**src/rtl/vga_window_addr_gen.sv**
```systemverilog
// Purpose: maps VGA raster counters to frame-buffer addresses for a movable image window (build with VGA_SCALE2X_EN for 2x pixel doubling).
// Latency: 2 pix_en cycles from hcnt/vcnt to video_address/in_window.
// Backpressure: none; pix_en low freezes the pipeline, while pos_load is captured on every clk edge.
//
// Ports:
//   clk, rst_n           pixel clock, async active-low reset
//   pix_en               pixel tick, the pipeline advances only when high
//   hcnt, vcnt           raster position of the current pixel
//   img_sel              requested image index (held in shadow until frame start)
//   pos_x, pos_y         requested window top-left corner (held in shadow until frame start)
//   pos_load             strobe capturing pos_x/pos_y/img_sel into the shadow registers
//   video_address        registered frame-buffer address, BLACK_ADDR outside the window
//   in_window            registered flag aligned with video_address
module vga_window_addr_gen #(
  parameter int                ADDR_W     = 32,
  parameter int                IMG_W      = 250,
  parameter int                IMG_H      = 250,
  parameter int                NUM_IMG    = 2,
  parameter logic [ADDR_W-1:0] IMG_STRIDE = ADDR_W'(32'h10000),
  parameter logic [ADDR_W-1:0] BLACK_ADDR = ADDR_W'(32'hFFFF),
  parameter logic [9:0]        X0         = 10'd150,
  parameter logic [9:0]        Y0         = 10'd80,
  localparam int               SEL_W      = (NUM_IMG > 1) ? $clog2(NUM_IMG) : 1
) (
  input  logic              clk,
  input  logic              rst_n,
  input  logic              pix_en,
  input  logic [9:0]        hcnt,
  input  logic [9:0]        vcnt,
  input  logic [SEL_W-1:0]  img_sel,
  input  logic [9:0]        pos_x,
  input  logic [9:0]        pos_y,
  input  logic              pos_load,
  output logic [ADDR_W-1:0] video_address,
  output logic              in_window
);

`ifdef VGA_SCALE2X_EN
  localparam int S = 2;
`else
  localparam int S = 1;
`endif

  logic [9:0]        sh_x, sh_y, act_x, act_y;
  logic [SEL_W-1:0]  sh_sel;
  logic              frame_vld;
  logic [ADDR_W-1:0] row_base;
  logic [10:0]       col_cnt;
  logic              s1_in_win;
  logic [ADDR_W-1:0] s1_addr;

  logic              frame_start, in_win, col_start, last_px, col_step, row_step;
  logic [9:0]        new_x, new_y, eff_x, eff_y;
  logic [SEL_W-1:0]  new_sel, sel_cl;
  logic [ADDR_W-1:0] new_off, eff_row;
  logic [10:0]       x_end, y_end, col_eff;

  // At frame start the incoming values (shadow, or the coinciding load) apply
  // to the frame-start pixel itself, so the whole frame sees one window.
  assign frame_start = pix_en && (hcnt == 10'd0) && (vcnt == 10'd0);
  assign new_x   = pos_load ? pos_x   : sh_x;
  assign new_y   = pos_load ? pos_y   : sh_y;
  assign new_sel = pos_load ? img_sel : sh_sel;
  assign sel_cl  = (32'(new_sel) >= 32'(NUM_IMG)) ? '0 : new_sel;
  // Image offset is only consumed at frame start to seed row_base.
  assign new_off = IMG_STRIDE * ADDR_W'(sel_cl);
  assign eff_x   = frame_start ? new_x   : act_x;
  assign eff_y   = frame_start ? new_y   : act_y;
  assign eff_row = frame_start ? new_off : row_base;

  // 11-bit edges: a window running past 1023 is clipped, never wrapped.
  assign x_end  = {1'b0, eff_x} + 11'(IMG_W * S);
  assign y_end  = {1'b0, eff_y} + 11'(IMG_H * S);
  assign in_win = (frame_start || frame_vld) &&
                  ({1'b0, hcnt} >= {1'b0, eff_x}) && ({1'b0, hcnt} < x_end) &&
                  ({1'b0, vcnt} >= {1'b0, eff_y}) && ({1'b0, vcnt} < y_end);
  assign col_start = (hcnt == eff_x);
  assign col_eff   = col_start ? 11'd0 : col_cnt;
  // A clipped line ends at hcnt=1023, which still has to advance the row.
  assign last_px = in_win && ((({1'b0, hcnt} + 11'd1) == x_end) || (hcnt == 10'h3FF));

`ifdef VGA_SCALE2X_EN
  // Phase bits: column/row advance on every second in-window pixel/line.
  logic x_ph, y_ph, x_ph_eff, y_ph_eff;
  assign x_ph_eff = col_start   ? 1'b0 : x_ph;
  assign y_ph_eff = frame_start ? 1'b0 : y_ph;
  assign col_step = x_ph_eff;
  assign row_step = y_ph_eff;

  always_ff @(posedge clk or negedge rst_n) begin
    if (!rst_n) begin
      x_ph <= 1'b0;
      y_ph <= 1'b0;
    end else if (pix_en) begin
      if (in_win) x_ph <= ~x_ph_eff;
      if (last_px) y_ph <= ~y_ph_eff;
      else if (frame_start) y_ph <= 1'b0;
    end
  end
`else
  assign col_step = 1'b1;
  assign row_step = 1'b1;
`endif

  always_ff @(posedge clk or negedge rst_n) begin
    if (!rst_n) begin
      sh_x   <= X0;
      sh_y   <= Y0;
      sh_sel <= '0;
    end else if (pos_load) begin
      sh_x   <= pos_x;
      sh_y   <= pos_y;
      sh_sel <= img_sel;
    end
  end

  always_ff @(posedge clk or negedge rst_n) begin
    if (!rst_n) begin
      act_x         <= X0;
      act_y         <= Y0;
      frame_vld     <= 1'b0;
      row_base      <= '0;
      col_cnt       <= '0;
      s1_in_win     <= 1'b0;
      s1_addr       <= '0;
      in_window     <= 1'b0;
      video_address <= BLACK_ADDR;
    end else if (pix_en) begin
      if (frame_start) begin
        act_x     <= new_x;
        act_y     <= new_y;
        frame_vld <= 1'b1;
      end
      if (in_win) col_cnt <= col_eff + {10'd0, col_step};
      if (last_px) row_base <= row_step ? eff_row + ADDR_W'(IMG_W) : eff_row;
      else if (frame_start) row_base <= new_off;
      s1_in_win     <= in_win;
      s1_addr       <= eff_row + ADDR_W'(col_eff);
      in_window     <= s1_in_win;
      video_address <= s1_in_win ? s1_addr : BLACK_ADDR;
    end
  end

endmodule

```
**config.mk**
```make
export PLATFORM = sky130hd
export DESIGN_NAME = vga_window_addr_gen
export DESIGN_NICKNAME = d
export VERILOG_FILES = /design/src/rtl/vga_window_addr_gen.sv
export SDC_FILE = /design/constraint.sdc
export NUM_CORES = 1
export LEC_CHECK = 0
export ABC_CLOCK_PERIOD_IN_PS = 7000
export CORE_MARGIN = 4
export CORE_UTILIZATION = 50
export CTS_BUF_LIST = sky130_fd_sc_hd__clkbuf_8
export DETAILED_ROUTE_END_ITERATION = 10
export HOLD_SLACK_MARGIN = 0.05
export PLACE_DENSITY = 0.76
export SYNTH_ARGS = -nofsm -noshare
export SYNTH_HDL_FRONTEND = slang
export SYNTH_SLANG_ARGS = --single-unit
```
**constraint.sdc**
```tcl
create_clock -name clk -period 7 [get_ports clk]
set_input_delay 1.05 -clock clk [delete_from_list [all_inputs] [get_ports clk]]
set_output_delay 1.05 -clock clk [all_outputs]
set_load 0.005 [all_outputs]
```
==> results.txt <==
sequential area share after synthesis -> 41.19%
largest net degree at the start of global routing -> 78
Unique masters post-synth -> 73
GRT Total Usage -> 22.73%
H-tree Lvls -> 4
Worst EP required -> 7.35 ns
Fin Setup TNS -> 0 ns
synthesized area -> 9258 µm²
synth warn -> 0
CTS resizes -> 0
FF-to-FF Start -> sh_x[1]
worst setup margin -> 0.6207 ns
initial antenna violation count -> 0
actual slew at the worst max-slew pin -> 1.272 ns
antenna diode count -> 0
post-DP HPWL -> 16830 µm
max frequency -> 156.8 MHz
postcts setup bufs -> 0
pre-CTS WS -> 0.2359 ns
Crit path largest cell delay -> 0.49 ns
Setup Skew -> 0.01640 ns
vias per inst -> 5.896
vias in the first global route -> 7548
Bufs on Longest Clock Path -> 2
ys async rst share -> 100.0%
CP Capture Type -> register
clk root buf -> clkbuf_8
Post-synth top flop -> dfrtp_1
crit path cell chain -> clkdlybuf4s50_1 > inv_1 > ha_1 > nor4b_1 > nand3_1 > nor2_4 > nor2_1 > a21oi_1 > inv_1 > ha_1 > nand4_1 > nor3_2 > nor2b_1 > ha_1 > fa_1 > a21o_1 > a21oi_1 > o21bai_1 > a21oi_1 > o21a_1 > or3_1 > a21oi_1 > and3_1 > o31a_1
Worst path slowest cell -> clkdlybuf4s50_1
min Tclk post-route -> 6.379 ns
wire per inst -> 17.46 µm
core area -> 18090 µm²
Crit Path Class -> primary input to register
Initial Util -> 51.19%
number of remaining DRC errors -> 0
Clock Latency Late Sink -> 0.46 ns
TritonCTS Sinks -> 151
# rows -> 49
GRT overflow -> 0
Ports -> 78
first-pass GRT wire length -> 37830 µm
Final ANT Viol Nets -> 0
Max Slew Vio Count -> 0
Die Footprint -> 20760 µm²
Max Cap Viol -> 0
Post-synth EDFFs -> 0
Leakage -> 4.666 nW
status -> completed
final net count -> 1152
worst hold path class -> register to register
Syn Area/Cell -> 9.603 µm²
number of setup violations in the final report -> 0
Final Hold Violating Endpoints -> 0
hold_buf cts -> 0
crit path launch -> hcnt[1]
CP startpoint kind -> primary input
commonest non-fill, non-tap cells in the layout -> dfrtp_1 (123), nand2_1 (88), clkdlybuf4s50_1 (74), nor2_1 (55), ha_1 (55)
Iteration-0 DRC Markers -> 509
Synth Net Count -> 1065
number of CTS-inserted buffers -> 17
Mapped Cells -> 964
fin crit share -> 91.13%
commonest non-fill, non-tap cell in the layout -> dfrtp_1
Pre-antenna DRT Iters -> 5
Slew Limit Headroom -> 14.86%
IO buf count -> 77
Area growth syn-to-layout -> 16.25%
worst-path maximum fanout -> 21
hold_ws -> 0.4752 ns
die span in x -> 144.1 µm
CP dominant cell by count -> a21oi_1
Synth Register Bits -> 151
vias after detailed routing -> 7624
share of layout cells above drive strength 1 -> 13.44%
Worst VDD drop -> 0.0001250 V
Power Density -> 158.9 nW/µm²
wirelength, routed -> 22570 µm
arrival time at the worst endpoint -> 6.73 ns
routability cong. -> 0.9361
CTS tree -> built
Hold Crit Start -> s1_addr[13]
Reg clk slew, reported paths -> 0.09 ns
RSZ-0062 raised after global routing -> false
total chip power -> 1.710 mW
die height -> 144.1 µm
==> per-layer routing <==
metal	track usage, %	part of all wire [%]	vias up
met5	0	0	-
met4	9.019	3.0	0
li1	-	-	3667
met1	30.98	46	3706
met2	35.84	46	202
met3	4.398	4.9	49
==> Yosys cell counts, drive strengths merged, types with 4 or more instances <==
cell type    n  share of area, %
a21oi       54               2.9
a31oi       13              0.88
mux2        30               3.7
ha          55               7.4
mux2i       12               1.3
dfrtp      123                33
a41o         4              0.43
dfstp       28               7.9
or3          7              0.47
o22ai        7              0.47
o211ai       6              0.49
nor4        19               1.5
nor2b       19               1.3
nand3       24               1.3
clkbuf      29               1.2
and3        19               1.3
o31ai       11              0.89
or2          6              0.41
a22o        17               1.6
nor4b        6              0.57
nor3        20               1.1
o22a        15               1.4
buf          9              0.53
nand2       89               3.6
or4          6              0.53
nand2b      13              0.88
a211oi      13               1.1
xor2        29               2.7
a21o         8              0.65
nand4       13              0.88
xnor2       46               4.4
o21a        10              0.81
nor2        56               2.3
nor3b        5              0.41
o21ai       30               1.6
o21bai       5              0.41
and2        17               1.1
inv         51               2.1
==> worst max-delay path: cells and delay by family <==
family | cells | cell delay (ns)
adders and majority gates | 4 | 1.08
buffers and inverters | 3 | 0.65
AOI/OAI and AO/OA | 8 | 1.66
and+or+nand+nor | 9 | 2.27
==> final timing paths <==
check                                     to  slack, ns  cells past startpoint
setup / recovery                 s1_addr[28]       0.62                     24
hold / removal             video_address[13]       0.48                      2
setup reg to reg                 s1_addr[28]       2.38                     19
hold reg to reg            video_address[13]       0.48                      2
max in group asynchronous        s1_addr[13]       5.00                      2
min in group asynchronous         s1_addr[0]       0.60                      1
==> logic make-up after synthesis <==
kind of cell | after synthesis | share of synthesized area, %
xor+xnor | 75 | 7.096
fa+ha+maj | 56 | 7.650
buf+inv | 89 | 3.771
compound gates | 226 | 17.15
flops | 151 | 41.19
simple gates | 325 | 18.15
mux | 42 | 4.987
==> power by group <==
| part | internal, mW | leakage, nW | switching [mW] | total (mW) |
|---|---|---|---|---|
| Combinational | 0.0676 | 2.53 | 0.0874 | 0.155 |
| Sequential | 0.894 | 1.94 | 0.0111 | 0.905 |
| Clock | 0.293 | 0.193 | 0.357 | 0.650 |
| Total | 1.25 | 4.67 | 0.455 | 1.71 |
==> registers in the layout, indices dropped and copies added, names as in the netlist <==
register and count:
s1_addr 32, col_cnt 11, frame_vld 1, video_address 32, sh_sel 1, act_x 10, sh_y 10, sh_x 10
act_y 10, s1_in_win 1, in_window 1, row_base 32
==> layout make-up <==
class	instances	area, µm²
clock inverter	14	127.6
timing repair buffer	106	979.7
fill	1582	7325
tap	229	286.5
inverter	51	191.4
clock buffer	18	247.7
multi-input combinational	724	5115
sequential	151	3814
==> through the flow <==
| step | std cells | area (µm²) | util, % |
|---|---|---|---|
| 2_1_floorplan | 964 | 9268 | - |
| 3_3_place_gp | 1261 | 10390 | 57.43 |
| 3_5_place_dp | 1261 | 10390 | 57.43 |
| 4_1_cts | 1293 | 10760 | 59.50 |
| 5_1_grt | 1293 | 10760 | 59.50 |
| 6_report | 1293 | 10760 | 59.50 |
Note: power is estimated with default switching activity, not from simulation.
